`src/rtl/clk_gate_ctrl_pkg.sv`:
```
// Shared types and constants for the per-domain clock-gating controller.
package clk_gate_ctrl_pkg;

  typedef enum logic [1:0] {
    ST_RUN   = 2'b00,
    ST_COUNT = 2'b01,
    ST_OFF   = 2'b10,
    ST_WAKE  = 2'b11
  } dom_state_e;

  localparam int unsigned WAKE_CNT_W = 4;

endpackage

```
`src/rtl/clk_gate_dom_fsm.sv`:
```
// One clock domain: idle-detect counter, gate/wake FSM and wake acknowledge.
module clk_gate_dom_fsm
  import clk_gate_ctrl_pkg::*;
#(
  parameter int unsigned IDLE_W   = 8,
  parameter int unsigned WAKE_CYC = 2
) (
  input  logic              clk,
  input  logic              rst_n,
  input  logic              busy,
  input  logic              wake_req,
  input  logic              force_on,
  input  logic [IDLE_W-1:0] idle_thresh,
  output logic              en,
  output logic              wake_ack,
  output logic              gated
);

  localparam logic [WAKE_CNT_W-1:0] WAKE_LAST = WAKE_CNT_W'(WAKE_CYC - 1);

  dom_state_e            state, state_next;
  logic [IDLE_W-1:0]     cnt, cnt_next;
  logic [WAKE_CNT_W-1:0] wcnt, wcnt_next;
  logic                  en_next, gated_next, ack_next;
  logic                  activity;

  always_ff @(posedge clk or negedge rst_n) begin
    if (!rst_n) begin
      state    <= ST_RUN;
      cnt      <= '0;
      wcnt     <= '0;
      en       <= 1'b1;
      gated    <= 1'b0;
      wake_ack <= 1'b0;
    end else begin
      state    <= state_next;
      cnt      <= cnt_next;
      wcnt     <= wcnt_next;
      en       <= en_next;
      gated    <= gated_next;
      wake_ack <= ack_next;
    end
  end

  // Outputs follow the registered state one cycle later, so en has no input path.
  always_comb begin
    state_next = state;
    cnt_next   = cnt;
    wcnt_next  = wcnt;
    activity   = busy | force_on | wake_req;
    en_next    = (state != ST_OFF);
    gated_next = (state == ST_OFF);
    ack_next   = (state == ST_RUN) && wake_req && !wake_ack;

    case (state)
      ST_RUN: begin
        if (!activity && (idle_thresh != '0)) begin
          state_next = ST_COUNT;
          cnt_next   = IDLE_W'(1);
        end
      end
      ST_COUNT: begin
        // Activity takes priority over expiry; >= lets a lowered threshold expire at once.
        if (activity || (idle_thresh == '0)) begin
          state_next = ST_RUN;
          cnt_next   = '0;
        end else if (cnt >= idle_thresh) begin
          state_next = ST_OFF;
          cnt_next   = '0;
        end else begin
          cnt_next = cnt + IDLE_W'(1);
        end
      end
      ST_OFF: begin
        if (wake_req || force_on) begin
          state_next = ST_WAKE;
          wcnt_next  = '0;
        end
      end
      ST_WAKE: begin
        if (wcnt == WAKE_LAST) begin
          state_next = ST_RUN;
          wcnt_next  = '0;
        end else begin
          wcnt_next = wcnt + WAKE_CNT_W'(1);
        end
      end
      default: state_next = ST_RUN;
    endcase
  end

endmodule

```
`src/rtl/clk_gate_ctrl.sv`:
```
// Bank of independent clock-gate enable controllers sharing one idle threshold.
module clk_gate_ctrl
  import clk_gate_ctrl_pkg::*;
#(
  parameter int unsigned NUM_DOM  = 4,
  parameter int unsigned IDLE_W   = 8,
  parameter int unsigned WAKE_CYC = 2
) (
  input  logic               CK,
  input  logic               RN,
  input  logic [NUM_DOM-1:0] busy,
  input  logic [NUM_DOM-1:0] wake_req,
  input  logic [NUM_DOM-1:0] force_on,
  input  logic [IDLE_W-1:0]  idle_thresh,
  output logic [NUM_DOM-1:0] en,
  output logic [NUM_DOM-1:0] wake_ack,
  output logic [NUM_DOM-1:0] gated
);

  for (genvar i = 0; i < NUM_DOM; i++) begin : g_dom
    clk_gate_dom_fsm #(
      .IDLE_W  (IDLE_W),
      .WAKE_CYC(WAKE_CYC)
    ) u_dom (
      .clk        (CK),
      .rst_n      (RN),
      .busy       (busy[i]),
      .wake_req   (wake_req[i]),
      .force_on   (force_on[i]),
      .idle_thresh(idle_thresh),
      .en         (en[i]),
      .wake_ack   (wake_ack[i]),
      .gated      (gated[i])
    );
  end

endmodule
```
`config.mk`:
```
export PLATFORM = sky130hd
export DESIGN_NAME = clk_gate_ctrl
export DESIGN_NICKNAME = d
export VERILOG_FILES = /design/src/rtl/clk_gate_ctrl_pkg.sv /design/src/rtl/clk_gate_dom_fsm.sv /design/src/rtl/clk_gate_ctrl.sv
export SDC_FILE = /design/constraint.sdc
export NUM_CORES = 1
export LEC_CHECK = 0
export ABC_AREA = 0
export CORE_MARGIN = 4
export CORE_UTILIZATION = 47
export DETAILED_ROUTE_END_ITERATION = 10
export GPL_TIMING_DRIVEN = 0
export PLACE_DENSITY = 0.75
export RECOVER_POWER = 100
export SLEW_MARGIN = 20
export SYNTH_ARGS = -nofsm -noshare
export SYNTH_HDL_FRONTEND = slang
export SYNTH_SLANG_ARGS = --single-unit
```
`constraint.sdc`:
```
create_clock -name CK -period 2.8 [get_ports CK]
set_clock_uncertainty 0.05 [all_clocks]
set_input_delay 0.84 -clock CK [delete_from_list [all_inputs] [get_ports CK]]
set_output_delay 0.84 -clock CK [all_outputs]
set_load 0.005 [all_outputs]
```
After elaboration in Yosys (flattened, before gate mapping)

Index checks and enable logic that the tools add are counted.

Word-level logic and storage cells: 186
Flip-flop bits (word level): 68
Output and inout bits: 12

Add/subtract/negate cells: 8
$lt $le $gt $ge: 4
Reduce and logical (&&, ||, !) cells: 54
Equal/unequal tests: 36
Bitwise operators: 8
Multiplexer cells: 52

Operators by type and width:

| cell                                                                    | count |
|---|---|
| 8-bit 2-to-1 mux                                                        | 12 |
| 8-bit case mux with 2 select lines                                      | 4 |
| 2-bit 2-to-1 mux                                                        | 20 |
| 8-bit by 1-bit adder with 8-bit output, second input constant           | 4 |
| 8-bit >= comparator                                                     | 4 |
| 4-bit 2-to-1 mux                                                        | 8 |
| 2-bit case mux with 4 select lines                                      | 4 |
| 4-bit case mux with 2 select lines                                      | 4 |
| 2-bit inequality test, second input constant                            | 12 |
| 4-bit by 1-bit adder with 4-bit output, second input constant           | 4 |
| 2-bit equality test, second input constant                              | 8 |
| 4-bit by 1-bit equality test with 1-bit output, second input constant   | 4 |
| 2-bit AND reduction                                                     | 8 |
| 4-bit AND reduction                                                     | 4 |
| 2-bit nonzero test                                                      | 8 |
| 1-bit logical AND                                                       | 12 |
| 3-bit by 1-bit inequality test with 1-bit output, second input constant | 4 |
| 2-bit by 1-bit equality test with 1-bit output, second input constant   | 4 |
| 1-bit logical NOT                                                       | 8 |
| 2-bit logical NOT                                                       | 4 |
| 8-bit logical NOT                                                       | 1 |
| 1-bit logical OR                                                        | 8 |
| 2-bit by 1-bit inequality test with 1-bit output, second input constant | 4 |
| 1-bit OR                                                                | 8 |
| 8-bit nonzero test                                                      | 1 |

Longest topological paths before layout

Gate-level depths: netlist (run 1).

Depth in word-level cells: 6
Depth in mapped cells: 7
Depth with buffers taken out: 7

Cells and area by module

A second synthesis (run 1) with hierarchy kept.

Cell total of the unflattened synthesis: 466
Area total of the unflattened synthesis: 4377.9 um^2

By module, submodules not included:

| module                                 | cells each | area an instance (um^2) | seq. area each (um^2) | instances |
|---|---|---|---|---|
| clk_gate_dom_fsm at g_dom[0].u_dom ... | 119        | 1069.8                  | 426.7                 | 2 |
| clk_gate_dom_fsm at g_dom[1].u_dom     | 112        | 1146.1                  | 426.7                 | 1 |
| clk_gate_dom_fsm at g_dom[3].u_dom     | 116        | 1092.3                  | 426.7                 | 1 |

Worst setup path after synthesis (run 1)

No wires, ideal clock.

Path type: input to register
From: input port idle_thresh[7]
To: register g_dom[0].u_dom.cnt[5]
Setup slack: 371 ps
Required time: 2624 ps
Stages on the path: 7
Data arrival time: 2253 ps
Library setup time: 126 ps
Cells stage by stage: inv_1 -> ha_1 -> and3_1 -> o21ai_0 -> o311ai_1 -> nor3_1 -> a221o_1

Word-level cells in the longest chain between the ends: 4
Elaborated cells between the ends (all ways): 10

Ends and longest elaborated chain:

| what                                                                      | line                   | text |
|---|---|---|
| from (decl)                                                               | clk_gate_ctrl.sv:14    | `input logic [IDLE_W-1:0] idle_thresh,` |
| 8-bit >= comparator (tied with other cells)                               | clk_gate_dom_fsm.sv:67 | `end else if (cnt >= idle_thresh) begin` |
| 8-bit 2-to-1 mux (tied with other cells)                                  | clk_gate_dom_fsm.sv:67 |  |
| 8-bit 2-to-1 mux or 2-bit inequality test (tied branches)                 | --                     |  |
| 8-bit case mux with 2 select lines or 2-bit AND reduction (tied branches) | --                     |  |
| to (signal assigned)                                                      | clk_gate_dom_fsm.sv:37 | `cnt <= cnt_next;` |
| to (decl)                                                                 | clk_gate_dom_fsm.sv:22 | `logic [IDLE_W-1:0] cnt, cnt_next;` |

Several ways; a longest one is shown, not always the timed one.
A chain may end at the register's enable or synchronous reset.

Worst setup path after layout (run 1)

From: input port idle_thresh[5]
To: register g_dom[2].u_dom.cnt[2]

Word-level cells in the longest chain between the ends: 4
Elaborated cells between the ends (all ways): 10

Ends and longest elaborated chain:

| what                                                                      | line |
|---|---|
| 8-bit >= comparator (tied with other cells)                               | clk_gate_dom_fsm.sv:67 |
| 8-bit 2-to-1 mux (tied with other cells)                                  | clk_gate_dom_fsm.sv:67 |
| 8-bit 2-to-1 mux or 2-bit inequality test (tied branches)                 | -- |
| 8-bit case mux with 2 select lines or 2-bit AND reduction (tied branches) | -- |
| to (signal assigned)                                                      | clk_gate_dom_fsm.sv:37 |
| to (decl)                                                                 | clk_gate_dom_fsm.sv:22 |

Several ways; a longest one is shown, not always the timed one.

==> results.sh, run 1 <==
export IMPL_cp_startpoint="idle_thresh[5]"
export IMPL_worstSetupEndpoint="g_dom[2].u_dom.cnt[2]"
export IMPL_ant_nets=0
export IMPL_cts_buffers=9
export IMPL_peakVddDrop_uv=210
export IMPL_cpPeakStageDelay_ps=580
export IMPL_critPathLaunchType="primary input"
export IMPL_ys_types=64
export IMPL_cp_required_ps=3040
export IMPL_cp_arrival_ps=2970
export IMPL_die_w_um=104
export IMPL_grt_pass1_wl_mm=16.3
export IMPL_powerDensity_nw_per_um2=523
export IMPL_use_met2_pct=30.0
export IMPL_num_antenna_cells=0
export IMPL_place_ws_ps=-573
export IMPL_dp_cells=580
export IMPL_synth_top_area_cell="dfrtp_1"
export IMPL_synth_enable_flop_cells=0
export IMPL_die_y_um=104
export IMPL_reg2reg_depth=7
export IMPL_num_vias=3470
export IMPL_crit_chain="clkdlybuf4s50_1, inv_2, ha_1, a211o_1, a21oi_2, o31ai_4, buf_12, nor3_4, a22o_1"
export IMPL_placed_cell_area_um2=4790
export IMPL_grt_usage_pct=18.2
export IMPL_fin_area_um2=5140
export IMPL_outcome="complete, but fails checks"
export IMPL_yosys_warnings=0
export IMPL_violations="max-capacitance violations"
export IMPL_cts_tree="done"
export IMPL_area_delta_synth_final_pct=19.4
export IMPL_setup_tns_ps=0
export IMPL_fin_cells=600
export IMPL_max_freq_mhz=365
export IMPL_port_buffers=33
export IMPL_finalSetupViolCount=0
export IMPL_hold_viol=0
export IMPL_rr_startpoint="g_dom[2].u_dom.wcnt[1]"
export IMPL_rows=34
export IMPL_synth_ff_type="dfrtp_1"
export IMPL_drv_slew=0
export IMPL_final_common_cell="dfrtp_1"
export IMPL_synth_nets=504
export IMPL_synth_seq_area_share_pct=39.6
export IMPL_core_area_um2=8810
export IMPL_cts_root_buf="clkbuf_8"
export IMPL_clkTransAtPathRegs_ps=70
export IMPL_synth_top_cell_area_share_pct=37.2
export IMPL_max_cap_violations=1
export IMPL_slew_headroom_pct=0.527
export IMPL_wl_per_cell_um=15.5
export IMPL_dp_hpwl_mm=6.78
export IMPL_syn_avg_cell_area_um2=9.83
export IMPL_hold_slack_ps=383
export IMPL_cp_slowest_cell="clkdlybuf4s50_1"
export IMPL_insertion_delay_ps=350
export IMPL_path_max_fanout=9
export IMPL_drt_iter0_markers=124
export IMPL_gr_max_usage_layer="met2"
export IMPL_report_power_total_mw=2.69
export IMPL_grt_pass1_vias=3408
export IMPL_layout_min_cycle_time_ps=2740
export IMPL_drive_above_1_share_pct=14.4
export IMPL_hold_path_class="reg2reg"
export IMPL_dr_pass1_iters=4
export IMPL_synth_area_um2=4310
export IMPL_leakage_nw=2.46
export IMPL_gr_usage_met3_pct=3.05
export IMPL_vias_per_cell=5.78
export IMPL_rrSetupSlack_ps=480
export IMPL_drc=0
export IMPL_wirelength_mm=9.30
export IMPL_gp_congestion=0.812
export IMPL_grt_max_degree=42
export IMPL_tightest_slew_ps=1490
export IMPL_critPathKind="in2reg"
export IMPL_post_route_period_util_pct=97.8
export IMPL_r2r_end="g_dom[2].u_dom.wcnt[2]"
export IMPL_synthCells=438
export IMPL_ys_ff_latch=68
export IMPL_async_reset_ff_share_pct=100
export IMPL_htree_num_levels=3
export IMPL_final_cell_mix="dfrtp_1, ha_1, o21ai_0, nand2_1, nor2_1"
export IMPL_clockBufferDepth=2
export IMPL_setup_slack_ps=61.7
export IMPL_die_area_um2=10800
export IMPL_numClockSinks=68
export IMPL_rsz0062_at_grt="no"
export IMPL_end_kind="flop"
export IMPL_ys_top_cells_by_area="dfrtp_1, ha_1, o21ai_0, a22o_1, nand2_1"
export IMPL_final_core_util_pct=58.4
export IMPL_fin_nets=553
export IMPL_initial_utilization_pct=48.9
export IMPL_ios=34
export IMPL_antenna_found_initial=0
export IMPL_grtUsageMet1_pct=23.8
export IMPL_grt_overflow_total=0
==> kinds of logic after synthesis <==
family	count (synthesis)	synth area share (%)
AO/OA/AOI/OAI	136	23.3
AND/OR/NAND/NOR	132	16.9
flip-flops	68	39.6
buffers and inverters	49	5.52
adder cells (fa/ha/maj)	44	12.8
XOR/XNOR	7	1.42
multiplexers	2	0.494
==> routing by layer <==
metal  share of wire (%)  routed length, um
met2                  50               4650
met4                 1.5                139
met5                   0                  0
met3                 2.5                229
met1                  46               4290
==> flip-flops by register name (all words and copies together), names as in the netlist, named ones only <==
register / count
g_dom.u_dom.gated: 4
g_dom.u_dom.state: 4
g_dom.u_dom.cnt: 32
g_dom.u_dom.en: 4
g_dom.u_dom.wake_ack: 4
g_dom.u_dom.wcnt: 16
==> timing repair <==
item / CTS / global route
endpoints found under the setup margin: 24 / 28
hold buffers: 0 / 0
gates cloned: 0 / 0
gates resized for setup: 11 / 14
buffers inserted: 1 / 3
pin swaps: 1 / 4
==> Yosys cell counts (4+ instances only) <==
library cell  instances
a21o_1                8
a21oi_1              12
a22o_1               14
a31oi_1               4
and3_1               12
buf_4                12
clkbuf_1              9
dfrtp_1              64
dfstp_2               4
ha_1                 44
inv_1                26
nand2_1              29
nand2b_1              8
nand3_1              15
nand4_1               4
nor2_1               25
nor2b_1              15
nor4b_1               4
o211ai_1              4
o21a_1                7
o21ai_0              40
o31ai_1              11
or3_1                 5
xor2_1                7
==> critical path, delay by kind of cell <==
| kind | cells | cell delay [ps] |
|---|---|---|
| buffers and inverters | 3 | 830 |
| adder cells (fa/ha/maj) | 1 | 320 |
| AND/OR/NAND/NOR | 1 | 220 |
| AO/OA/AOI/OAI | 4 | 750 |
==> report_power, final <==
part / total [mW] / leakage, nW / switching [mW] / internal (mW)
sequential: 1.19 / 0.861 / 0.105 / 1.09
clock: 0.956 / 0.120 / 0.403 / 0.554
combinational: 0.542 / 1.48 / 0.298 / 0.244
total: 2.69 / 2.46 / 0.806 / 1.88
==> final cells by class <==
class	count	area (um^2)
fillers	745	3660
flip-flops and latches	68	1710
well taps	108	135
multi-input cells	321	2450
inverters	26	97.6
clock buffers	11	151
clock inverters	5	82.6
plain buffers	23	140
repair buffers	38	380
==> how the worst min path moves through the flow <==
stage,slack (ps),to,cells past startpoint,from
floorplan,360,g_dom[0].u_dom.wake_ack,1,g_dom[0].u_dom.wake_ack
global placement,370,g_dom[2].u_dom.wake_ack,1,g_dom[2].u_dom.wake_ack
detailed placement,380,g_dom[2].u_dom.wake_ack,1,g_dom[2].u_dom.wake_ack
CTS,350,g_dom[0].u_dom.cnt[2],1,RN
global route,400,g_dom[2].u_dom.wake_ack,1,g_dom[2].u_dom.wake_ack
finish,380,g_dom[0].u_dom.wake_ack,1,g_dom[0].u_dom.wake_ack
Power figures use the tool's default switching activity.
==> run 2: changes to the inputs <==
--- a/config.mk
+++ b/config.mk
@@ -6,11 +6,11 @@
 export NUM_CORES = 1
 export LEC_CHECK = 0
 export ABC_AREA = 0
-export CORE_MARGIN = 4
 export CORE_UTILIZATION = 47
 export DETAILED_ROUTE_END_ITERATION = 10
+export DONT_BUFFER_PORTS = 1
 export GPL_TIMING_DRIVEN = 0
-export PLACE_DENSITY = 0.75
+export PLACE_DENSITY = 0.7
 export RECOVER_POWER = 100
 export SLEW_MARGIN = 20
 export SYNTH_ARGS = -nofsm -noshare
==> run 2 against run 1 <==
Compared with the run above:
- the run ends with design-rule violations left
- sequential share of layout area rose by 3.8 points
- via count is 6.1% lower
- combinational power down 21%
- setup slack improved by 340 ps
- die area is 11% lower
- cell count shrank 6.3%
- sequential power about the same
- power fell by 10%
- design area shrank 10%
- first-iteration DRC count is 35% lower
- highest routed layer unchanged
==> results.sh, run 2 (synthesized netlist as in run 1, its figures left out) <==
export IMPL_outcome="complete, but fails checks"
export IMPL_violations="design-rule violations"
export IMPL_tightest_slew_ps=1320
export IMPL_cts_hold_fix_buffers=0
export IMPL_max_freq_mhz=416
export IMPL_largest_register="g_dom.u_dom.cnt"
export IMPL_cpPeakStageDelay_ps=620
export IMPL_final_common_cell="dfrtp_1"
export IMPL_area_delta_synth_final_pct=7.24
export IMPL_wirelength_mm=8.56
export IMPL_clkPwrFrac_pct=33.0
export IMPL_numClockSinks=68
export IMPL_grt_max_degree=69
export IMPL_wl_per_cell_um=15.2
export IMPL_setup_slack_ps=397
export IMPL_core_area_um2=8810
export IMPL_drive_above_1_share_pct=11.0
export IMPL_ant_nets=0
export IMPL_seqPwrFrac_pct=49.3
export IMPL_cp_required_ps=2950
export IMPL_grt_usage_pct=19.4
export IMPL_peakVddDrop_uv=250
export IMPL_clkTransAtPathRegs_ps=80
export IMPL_hold_viol=0
export IMPL_intPower_mw=1.68
export IMPL_hold_slack_ps=130
export IMPL_rsz0062_at_grt="no"
export IMPL_slew_headroom_pct=10.8
export IMPL_largest_reg_flops=32
export IMPL_cp_startpoint="idle_thresh[3]"
export IMPL_p_switching_mw=0.738
export IMPL_cp_arrival_ps=2550
export IMPL_reg_top3="g_dom.u_dom.cnt: 32 flops, g_dom.u_dom.wcnt: 16 flops"
export IMPL_drc=6
export IMPL_final_cell_mix="dfrtp_1, ha_1, o21ai_0, nand2_1, inv_1"
export IMPL_htree_num_levels=3
export IMPL_cp_slowest_cell="nor4_4"
export IMPL_gp_congestion=0.789
export IMPL_crit_chain="nor4_4, a2111oi_2, buf_2, a31oi_1, nor2_1"
export IMPL_post_route_period_util_pct=85.8
export IMPL_dp_hpwl_mm=6.25
export IMPL_num_antenna_cells=0
export IMPL_fin_nets=515
export IMPL_cts_tree="done"
export IMPL_n_fill_cell=778
export IMPL_place_ws_ps=113
export IMPL_cts_setup_buffers=0
export IMPL_critPathKind="in2reg"
export IMPL_num_vias=3257
export IMPL_rr_startpoint="g_dom[3].u_dom.cnt[0]"
export IMPL_setup_tns_ps=0
export IMPL_max_cap_violations=0
export IMPL_end_kind="flop"
export IMPL_die_area_um2=9550
export IMPL_die_w_um=97.7
export IMPL_grt_overflow_total=0
export IMPL_path_max_fanout=10
export IMPL_leakage_nw=2.21
export IMPL_ios=34
export IMPL_die_y_um=97.7
export IMPL_initial_utilization_pct=48.9
export IMPL_ctsResizeCount=0
export IMPL_drt_iter0_markers=80
export IMPL_critPathLaunchType="primary input"
export IMPL_cts_buffers=9
export IMPL_clockBufferDepth=2
export IMPL_powerDensity_nw_per_um2=523
export IMPL_netSwitchingFraction_pct=30.5
export IMPL_power_frac_comb_pct=17.7
export IMPL_grt_pass1_wl_mm=14.8
export IMPL_dr_pass1_iters=7
export IMPL_antenna_found_initial=0
export IMPL_port_buffers=0
export IMPL_vias_per_cell=5.80
export IMPL_hold_path_class="in2async"
export IMPL_layout_min_cycle_time_ps=2400
export IMPL_cts_root_buf="clkbuf_8"
export IMPL_drv_slew=0
export IMPL_finalSetupViolCount=0
export IMPL_grt_pass1_vias=3173
export IMPL_rows=34
export IMPL_insertion_delay_ps=340
[run 2: cell types whose count changed in the layout (fill, tap and decap cells not counted), sizes merged]
cell,before,now
clkinv,2,3
clkinvlp,0,3
dlygate4sd3,16,0
clkbuf,22,30
inv,27,26
buf,18,2
dlygate4sd2,1,0
clkdlybuf4s50,12,0
dlymetal6s2s,3,0
bufinv,2,1
[run 2: through the flow]
stage	instances	util [%]	total power, mW	cell area, um^2
global route	562	52.4	2.56	4620
detailed placement	546	50.4	1.64	4440
finish	562	52.4	2.42	4620
global placement	546	50.4	1.61	4440
CTS	562	52.6	2.44	4630
floorplan	438	-	1.53	4310
[run 2: worst max-delay path, delay by kind of cell]
kind	cells	cell delay, ps
AO/OA/AOI/OAI	2	730
buffers and inverters	1	220
AND/OR/NAND/NOR	2	750
[run 2: final timing paths]
kind                                           end  slack [ps]  depth (start not counted)
min in group CK            g_dom[1].u_dom.wake_ack         380                          1
min                         g_dom[3].u_dom.wcnt[3]         130                          0
min reg2reg                g_dom[1].u_dom.wake_ack         380                          1
max in group asynchronous        g_dom[0].u_dom.en        2350                          0
max                          g_dom[3].u_dom.cnt[2]         400                          5
max reg2reg                  g_dom[3].u_dom.cnt[1]         410                          7
[run 2: power groups by stage]
stage	registers, mW	clock network (mW)	logic, mW
6_report	1.19	0.798	0.427
5_1_grt	1.21	0.859	0.494
4_1_cts	1.19	0.816	0.435
3_5_place_dp	1.21	0	0.431
3_3_place_gp	1.20	0	0.410
2_1_floorplan	1.18	0	0.350
[run 2: layout make-up]
class                           count  area, um^2  area share [%]
Buffer                             23         136            2.95
Clock inverter                      7        67.6            1.46
Inverter                           26        97.6            2.11
Sequential cell                    68        1710            37.0
Tap cell                          108         135            2.93
Multi-Input combinational cell    321        2350            50.9
Clock buffer                        9         124            2.68
[run 2: routing by layer]
metal | track usage [%] | share of wire [%] | vias to the layer above
met5 | 0 | 0 | -
li1 | - | - | 1633
met1 | 24.9 | 47 | 1565
met4 | 7.58 | 1.7 | 0
met3 | 4.03 | 3.6 | 14
met2 | 32.1 | 48 | 45
